--- src/rtl/result_mon_pkg.sv ---
// rtl/result_mon_pkg.sv - shared types, constants and helpers for result_monitor
package result_mon_pkg;

  typedef enum logic [1:0] {
    ST_IDLE  = 2'd0,
    ST_RUN   = 2'd1,
    ST_CHECK = 2'd2,
    ST_DONE  = 2'd3
  } state_e;

  localparam int LANE_W = 8;

  localparam logic [31:0] DEF_DONE_VALUE = 32'h1;

  // Width of an index that can also encode "none" (== n).
  function automatic int idx_w(input int n);
    return $clog2(n + 1);
  endfunction

endpackage

--- src/rtl/result_monitor_if.sv ---
// rtl/result_monitor_if.sv - snooped data-memory store bus
interface result_monitor_if #(
  parameter int ADDR_W = 32,
  parameter int DATA_W = 32
);

  logic [ADDR_W-1:0]                        d_mem_addr;
  logic [DATA_W-1:0]                        d_mem_wdata;
  logic [DATA_W/result_mon_pkg::LANE_W-1:0] d_mem_wen;

  modport master (output d_mem_addr, output d_mem_wdata, output d_mem_wen);
  modport slave  (input  d_mem_addr, input  d_mem_wdata, input  d_mem_wen);

endinterface

--- src/rtl/result_mon_capture.sv ---
// rtl/result_mon_capture.sv - result word array with byte-lane merge and written bits
module result_mon_capture
  import result_mon_pkg::*;
#(
  parameter int DATA_W      = 32,
  parameter int NUM_RESULTS = 6,
  parameter int IDX_W       = idx_w(NUM_RESULTS)
) (
  input  logic                     clk,
  input  logic                     rst_n,
  input  logic                     clr,
  input  logic                     we,
  input  logic [IDX_W-1:0]         widx,
  input  logic [DATA_W/LANE_W-1:0] wen,
  input  logic [DATA_W-1:0]        wdata,
  input  logic [IDX_W-1:0]         ridx,
  output logic [DATA_W-1:0]        rdata,
  output logic                     rwritten
);

  localparam int LANES = DATA_W / LANE_W;

  logic [DATA_W-1:0]      words_q [NUM_RESULTS];
  logic [DATA_W-1:0]      words_d [NUM_RESULTS];
  logic [NUM_RESULTS-1:0] written_q;
  logic [NUM_RESULTS-1:0] written_d;

  // Re-arm wipes every word; otherwise merge only the enabled lanes into the addressed word.
  always_comb begin
    words_d   = words_q;
    written_d = written_q;
    if (clr) begin
      for (int i = 0; i < NUM_RESULTS; i++) begin
        words_d[i] = '0;
      end
      written_d = '0;
    end else if (we) begin
      for (int k = 0; k < LANES; k++) begin
        if (wen[k]) begin
          words_d[widx][k*LANE_W +: LANE_W] = wdata[k*LANE_W +: LANE_W];
        end
      end
      written_d[widx] = 1'b1;
    end
  end

  // Word array and written bits.
  always_ff @(posedge clk or negedge rst_n) begin
    if (!rst_n) begin
      for (int i = 0; i < NUM_RESULTS; i++) begin
        words_q[i] <= '0;
      end
      written_q <= '0;
    end else begin
      words_q   <= words_d;
      written_q <= written_d;
    end
  end

  assign rdata    = words_q[ridx];
  assign rwritten = written_q[ridx];

endmodule

--- src/rtl/result_monitor.sv ---
// rtl/result_monitor.sv - store snooper and result checker for CPU self-test programs (watchdog: RESULT_MON_TIMEOUT_EN)
module result_monitor
  import result_mon_pkg::*;
#(
  parameter int                DATA_W      = 32,
  parameter int                ADDR_W      = 32,
  parameter int                NUM_RESULTS = 6,
  parameter logic [ADDR_W-1:0] RESULT_BASE = ADDR_W'(32'h200),
  parameter logic [ADDR_W-1:0] DONE_ADDR   = ADDR_W'(32'h300),
  parameter logic [DATA_W-1:0] DONE_VALUE  = DATA_W'(DEF_DONE_VALUE),
  parameter int                MAX_CYCLES  = 10000,
  parameter int                CNT_W       = 32,
  localparam int               IDX_W       = idx_w(NUM_RESULTS)
) (
  input  logic                          clk,
  input  logic                          rst_n,
  input  logic                          start,
  result_monitor_if.slave               bus,
  input  logic [NUM_RESULTS*DATA_W-1:0] exp_data,
  output logic                          busy,
  output logic                          done,
  output logic                          pass,
  output logic [IDX_W-1:0]              pass_count,
  output logic [IDX_W-1:0]              fail_idx,
  output logic                          timeout,
  output logic [CNT_W-1:0]              cycle_count
);

  localparam logic [IDX_W-1:0] IDX_NONE = IDX_W'(NUM_RESULTS);
  localparam logic [IDX_W-1:0] IDX_LAST = IDX_W'(NUM_RESULTS - 1);
  localparam logic [CNT_W-1:0] WD_LIMIT = CNT_W'(MAX_CYCLES - 1);
`ifdef RESULT_MON_TIMEOUT_EN
  localparam bit WD_EN = 1'b1;
`else
  localparam bit WD_EN = 1'b0;
`endif

  state_e            state_q, state_d;
  logic [CNT_W-1:0]  cycle_count_q, cycle_count_d;
  logic [IDX_W-1:0]  chk_idx_q, chk_idx_d;
  logic [IDX_W-1:0]  pass_count_q, pass_count_d;
  logic [IDX_W-1:0]  fail_idx_q, fail_idx_d;
  logic              timeout_q, timeout_d;
  logic              pass_q, pass_d;

  logic [ADDR_W-1:0] cap_word;
  logic              in_window;
  logic              cap_we;
  logic              cap_clr;
  logic              done_hit;
  logic              wd_hit;
  logic [DATA_W-1:0] rd_data;
  logic              rd_written;
  logic              word_match;
  logic [DATA_W-1:0] exp_words [NUM_RESULTS];

  // Decode the snooped store: result-window hit and completion-flag hit.
  always_comb begin
    cap_word  = (bus.d_mem_addr - RESULT_BASE) >> 2;
    in_window = cap_word < ADDR_W'(NUM_RESULTS);
    cap_we    = (state_q == ST_RUN) && (|bus.d_mem_wen) && in_window;
    done_hit  = (bus.d_mem_addr == DONE_ADDR) && (&bus.d_mem_wen) &&
                (bus.d_mem_wdata == DONE_VALUE);
    wd_hit    = WD_EN && (cycle_count_q == WD_LIMIT);
  end

  // Unflatten the expected vector and compare it against the word under check.
  always_comb begin
    for (int i = 0; i < NUM_RESULTS; i++) begin
      exp_words[i] = exp_data[i*DATA_W +: DATA_W];
    end
    word_match = rd_written && (rd_data == exp_words[chk_idx_q]);
  end

  result_mon_capture #(
    .DATA_W      (DATA_W),
    .NUM_RESULTS (NUM_RESULTS),
    .IDX_W       (IDX_W)
  ) u_capture (
    .clk      (clk),
    .rst_n    (rst_n),
    .clr      (cap_clr),
    .we       (cap_we),
    .widx     (cap_word[IDX_W-1:0]),
    .wen      (bus.d_mem_wen),
    .wdata    (bus.d_mem_wdata),
    .ridx     (chk_idx_q),
    .rdata    (rd_data),
    .rwritten (rd_written)
  );

  // Next state, counters and verdict; completion store takes priority over the watchdog.
  always_comb begin
    state_d       = state_q;
    cycle_count_d = cycle_count_q;
    chk_idx_d     = chk_idx_q;
    pass_count_d  = pass_count_q;
    fail_idx_d    = fail_idx_q;
    timeout_d     = timeout_q;
    pass_d        = pass_q;
    cap_clr       = 1'b0;
    case (state_q)
      ST_IDLE, ST_DONE: begin
        if (start) begin
          state_d       = ST_RUN;
          cycle_count_d = '0;
          chk_idx_d     = '0;
          pass_count_d  = '0;
          fail_idx_d    = IDX_NONE;
          timeout_d     = 1'b0;
          pass_d        = 1'b0;
          cap_clr       = 1'b1;
        end
      end
      ST_RUN: begin
        if (!(&cycle_count_q)) begin
          cycle_count_d = cycle_count_q + 1'b1;
        end
        if (done_hit) begin
          state_d   = ST_CHECK;
          chk_idx_d = '0;
        end else if (wd_hit) begin
          state_d   = ST_CHECK;
          chk_idx_d = '0;
          timeout_d = 1'b1;
        end
      end
      ST_CHECK: begin
        if (word_match) begin
          pass_count_d = pass_count_q + 1'b1;
        end else if (fail_idx_q == IDX_NONE) begin
          fail_idx_d = chk_idx_q;
        end
        if (chk_idx_q == IDX_LAST) begin
          state_d = ST_DONE;
          pass_d  = (pass_count_d == IDX_NONE) && !timeout_q;
        end else begin
          chk_idx_d = chk_idx_q + 1'b1;
        end
      end
      default: state_d = ST_IDLE;
    endcase
  end

  // State and status registers.
  always_ff @(posedge clk or negedge rst_n) begin
    if (!rst_n) begin
      state_q       <= ST_IDLE;
      cycle_count_q <= '0;
      chk_idx_q     <= '0;
      pass_count_q  <= '0;
      fail_idx_q    <= IDX_NONE;
      timeout_q     <= 1'b0;
      pass_q        <= 1'b0;
    end else begin
      state_q       <= state_d;
      cycle_count_q <= cycle_count_d;
      chk_idx_q     <= chk_idx_d;
      pass_count_q  <= pass_count_d;
      fail_idx_q    <= fail_idx_d;
      timeout_q     <= timeout_d;
      pass_q        <= pass_d;
    end
  end

  assign busy        = (state_q == ST_RUN) || (state_q == ST_CHECK);
  assign done        = (state_q == ST_DONE);
  assign pass        = pass_q;
  assign pass_count  = pass_count_q;
  assign fail_idx    = fail_idx_q;
  assign timeout     = timeout_q;
  assign cycle_count = cycle_count_q;

endmodule

--- src/flat_wrapper.sv ---
// flat-port wrapper written by rule: the top's interface ports become plain ports
module result_monitor_flat import result_mon_pkg::*;
#(
  parameter int                DATA_W      = 32,
  parameter int                ADDR_W      = 32,
  parameter int                NUM_RESULTS = 6,
  parameter logic [ADDR_W-1:0] RESULT_BASE = ADDR_W'(32'h200),
  parameter logic [ADDR_W-1:0] DONE_ADDR   = ADDR_W'(32'h300),
  parameter logic [DATA_W-1:0] DONE_VALUE  = DATA_W'(DEF_DONE_VALUE),
  parameter int                MAX_CYCLES  = 10000,
  parameter int                CNT_W       = 32,
  localparam int               IDX_W       = idx_w(NUM_RESULTS)
)
  (clk, rst_n, start, exp_data, busy, done, pass, pass_count, fail_idx, timeout, cycle_count, bus_d_mem_addr, bus_d_mem_wdata, bus_d_mem_wen);
  result_monitor_if #(.ADDR_W(ADDR_W), .DATA_W(DATA_W)) bus_i ();
  input  logic clk;
  input  logic rst_n;
  input  logic start;
  input  logic [NUM_RESULTS*DATA_W-1:0] exp_data;
  output logic busy;
  output logic done;
  output logic pass;
  output logic [IDX_W-1:0] pass_count;
  output logic [IDX_W-1:0] fail_idx;
  output logic timeout;
  output logic [CNT_W-1:0] cycle_count;
  input wire logic [$bits(bus_i.d_mem_addr)-1:0] bus_d_mem_addr;
  input wire logic [$bits(bus_i.d_mem_wdata)-1:0] bus_d_mem_wdata;
  input wire logic [$bits(bus_i.d_mem_wen)-1:0] bus_d_mem_wen;
  assign bus_i.d_mem_addr = bus_d_mem_addr;
  assign bus_i.d_mem_wdata = bus_d_mem_wdata;
  assign bus_i.d_mem_wen = bus_d_mem_wen;
  result_monitor #(.DATA_W(DATA_W), .ADDR_W(ADDR_W), .NUM_RESULTS(NUM_RESULTS), .RESULT_BASE(RESULT_BASE), .DONE_ADDR(DONE_ADDR), .DONE_VALUE(DONE_VALUE), .MAX_CYCLES(MAX_CYCLES), .CNT_W(CNT_W)) u_core (.clk(clk), .rst_n(rst_n), .start(start), .bus(bus_i), .exp_data(exp_data), .busy(busy), .done(done), .pass(pass), .pass_count(pass_count), .fail_idx(fail_idx), .timeout(timeout), .cycle_count(cycle_count));
endmodule
--- config.mk ---
export PLATFORM = sky130hd
export DESIGN_NAME = result_monitor_flat
export DESIGN_NICKNAME = d
export VERILOG_FILES = /design/src/rtl/result_mon_pkg.sv /design/src/rtl/result_monitor_if.sv /design/src/rtl/result_mon_capture.sv /design/src/rtl/result_monitor.sv /design/src/flat_wrapper.sv
export SDC_FILE = /design/constraint.sdc
export NUM_CORES = 1
export LEC_CHECK = 0
export ABC_CLOCK_PERIOD_IN_PS = 4100
export BUFFER_PORTS_ARGS = -buffer_cell sky130_fd_sc_hd__buf_2
export CAP_MARGIN = 40
export CELL_PAD_IN_SITES_DETAIL_PLACEMENT = 1
export CELL_PAD_IN_SITES_GLOBAL_PLACEMENT = 2
export CORE_MARGIN = 5
export CORE_UTILIZATION = 35
export DETAILED_ROUTE_END_ITERATION = 12
export GPL_TIMING_DRIVEN = 0
export HOLD_SLACK_MARGIN = 0.05
export PLACE_DENSITY_LB_ADDON = 0.12
export SKIP_CTS_REPAIR_TIMING = 1
export SYNTH_ARGS = -nofsm -noshare
export SYNTH_HDL_FRONTEND = slang
export SYNTH_SLANG_ARGS = --single-unit
--- constraint.sdc ---
create_clock -name clk -period 4.1 [get_ports clk]
set_clock_uncertainty 0.2 [all_clocks]
set_input_delay 0.82 -clock clk [delete_from_list [all_inputs] [get_ports clk]]
set_output_delay 0.82 -clock clk [all_outputs]
set_load 0.01 [all_outputs]
==> results.yml <==
setup_path:
  rrSetupSlack_ns: 0.22
  cp.required_ns: 4.37
  setup.worst_path.start_class: "flip-flop"
  crit_type: "flip-flop to flip-flop"
  worst-endpoint-arrival_ns: 4.15
  rr_worst_depth: 13
  regToRegStartpoint: "u_core.chk_idx_q[2]"
  timing.critical_path.fanout_max: 10
  worst_setup_path_end_kind: "flip-flop"
  regToRegEndpoint: "u_core.pass"
cts:
  max-clock-path-buffers: 3
  cts_tree: "yes"
  cts_sinks: 242
  clock-root-buffer: "clkbuf_16"
  cts_made_buffers: 29
  clock_latency_ns: 0.55
  cts_max_level: 1
  clkSlewWorstSetupHoldPaths_ns: 0.06
final_layout:
  post-route-util_pct: 43.95
  final_nets: 2014
  area_delta_synth_final_pct: 23.47
  layout-drive-gt1-share_pct: 28.92
power:
  static-leakage-power_uw: 0.007993
  power.density_nw_per_um2: 414.4
  vdd_ir_drop_max_uv: 322.7
sta:
  worst_hold_slack_ns: 0.03348
  fmax_mhz: 257.6
  worst_tran_pin_value_ns: 0.8867
  worst_slew_margin_rel_pct: 40.76
  report.final.setup_viol: 0
  final_max_slew_viol_count: 0
  finalHoldViolCount: 0
  fin_crit_sh_pct: 94.69
  fin_tns_setup_ns: 0
  timing.final.crit_period_ns: 3.882
grt:
  antenna_violations_before_repair: 6
  grtUsageTotal_pct: 25.42
  wire_length_of_the_first_global_routing_pass_mm: 89.02
  grt_pass1_vias: 13290
  grt_overflow: 0
  largest_net_degree_at_the_start_of_global_routing: 88
routing:
  antenna_violating_nets_post_route: 0
  post-route-drc-count: 0
  dr.pass1.iters: 5
  routed_wl_mm: 60.64
  drt-wirelength-per-cell_um: 26.41
  routed_via_density: 5.466
  initialDrtViolationCount: 669
  total_number_of_vias: 12550
floorplanning:
  placeableCoreArea_um2: 41020
  die_area_um2: 45900
  io_pins: 305
  floorplan.rows: 74
  floorplan.initialDensity_pct: 35.59
  die-height_um: 214.2
  die_width_um: 214.2
synth:
  synth.most_common_cell: "mux2i_1"
  synth_area_leaders: "dfrtp_1 (41%), mux2i_1 (18%), nor2_1 (6.3%)"
  synth_enable_flop_cells: 0
  postSynth.asyncResetShare_pct: 100.0
  synth.top_cells.by_count: "mux2i_1 (268), nor2_1 (245), dfrtp_1 (240), nand2_1 (47), a21oi_1 (45)"
  synth_seq_area_share_pct: 41.50
  summed_instance_area_of_the_synthesized_netlist_um2: 14600
  netlist.area_leader.share_pct: 41.14
  yosysTopAreaCell: "dfrtp_1"
  synth_seq_cells: 242
  syn-mean-instance-area_um2: 10.47
  ys.flop_type: "dfrtp_1"
  syn_nets: 1667
  synth_cell_type_count: 74
  syn-instance-count: 1395
  synthesis.yosys.warnings: 0
place:
  place_congestion: 0.8271
  numPortBuffers: 303
  place_hpwl_mm: 45.07
min_path:
  min-delay-path-class: "input pin to async pin"
run:
  maxCapViolCount: 0
run_status:
  outcome: "finished clean"
layer usage:
layer	up-vias	part of all wire (%)	global-route usage [%]
met1	6368	45	34.78
met5	-	0.013	0
met4	2	1.5	5.003
met2	408	47	41.95
met3	55	6.6	5.577
li1	5718	-	-
state kept, by name, summed over array words and instances (netlist names):
| name | flops |
|---|---|
| u_core.chk_idx_q | 3 |
| u_core.cycle_count | 32 |
| u_core.fail_idx | 3 |
| u_core.pass | 1 |
| u_core.pass_count | 3 |
| u_core.state_q | 2 |
| u_core.u_capture.words_q | 192 |
| u_core.u_capture.written_q | 6 |
worst max-delay path: stages (launching register included):
cell and delay [ns]:
dfrtp_2 0.51, nor2b_2 0.36, buf_2 0.39, buf_2 0.39
o2bb2ai_1 0.20, xnor2_1 0.11, mux2i_1 0.23, nand4_1 0.25
nor4_4 0.31, buf_4 0.18, and3_1 0.14, buf_2 0.18
a41oi_1 0.17, o21ai_1 0.16
kinds of logic (layout without fill, tap and decap cells):
logic type	Yosys count	in the layout	share of synthesized area (%)
and+or+nand+nor	448	448	14.79
muxes	325	325	24.70
DFF	242	242	41.50
AOI/OAI and AO/OA	181	181	8.168
buffers and inverters	108	473	5.185
xor gates and xnor gates	81	81	4.859
adders and majority gates	9	9	0.7714
other	1	5	0.02569
cell usage in the layout, fill, tap and decap left out, types with 16 or more instances in the layout:
master	count
buf_2	313
mux2i_1	268
nor2_1	245
clkbuf_1	36
dfrtp_1	239
and3_1	16
clkbuf_16	29
nor3_1	20
nand2_1	47
xor2_1	43
nand3_1	22
a21oi_1	45
mux2_2	30
mux4_2	25
xnor2_1	36
buf_6	24
o22ai_1	20
o21ai_0	39
nor4_1	16
stage by stage:
stage | instances | instance area, um^2 | total power (uW) | setup slack, ns
floorplan | 1395 | 14600 | 3686 | 0.6035
global placement | 2230 | 16780 | 4829 | -2.819
detailed placement | 2238 | 16900 | 4888 | -0.7269
CTS | 2287 | 17820 | 7462 | -0.7528
global route | 2295 | 18020 | 7760 | -0.01177
finish | 2296 | 18030 | 7470 | 0.2178
worst max-delay path by stage:
stage | start | slack (ns) | cells past startpoint | endpoint
2_1_floorplan | bus_d_mem_addr[15] | 0.60 | 10 | u_core.u_capture.words_q[32]
3_3_place_gp | rst_n | -2.82 | 1 | u_core.u_capture.words_q[92]
3_5_place_dp | u_core.chk_idx_q[0] | -0.73 | 12 | u_core.pass_count[1]
4_1_cts | u_core.chk_idx_q[0] | -0.75 | 12 | u_core.pass
5_1_grt | u_core.chk_idx_q[1] | -0.01 | 14 | u_core.pass_count[1]
6_report | u_core.chk_idx_q[2] | 0.22 | 13 | u_core.pass
layout make-up:
cell class,instances,area [um^2]
plain buffers,93,762.0
inverters,15,63.81
flip-flops and latches,242,6060
fillers,4696,22990
diodes,4,10.01
multi-input cells,1045,7871
repair buffers,316,1672
well taps,532,665.6
clock inverters,6,83.83
clock buffers,43,838.3
where the power goes:
group | switching [uW] | internal [uW]
clock network | 1060 | 1520
logic | 1740 | 686
registers | 35.0 | 2430
Power figures use the tool's default switching activity.
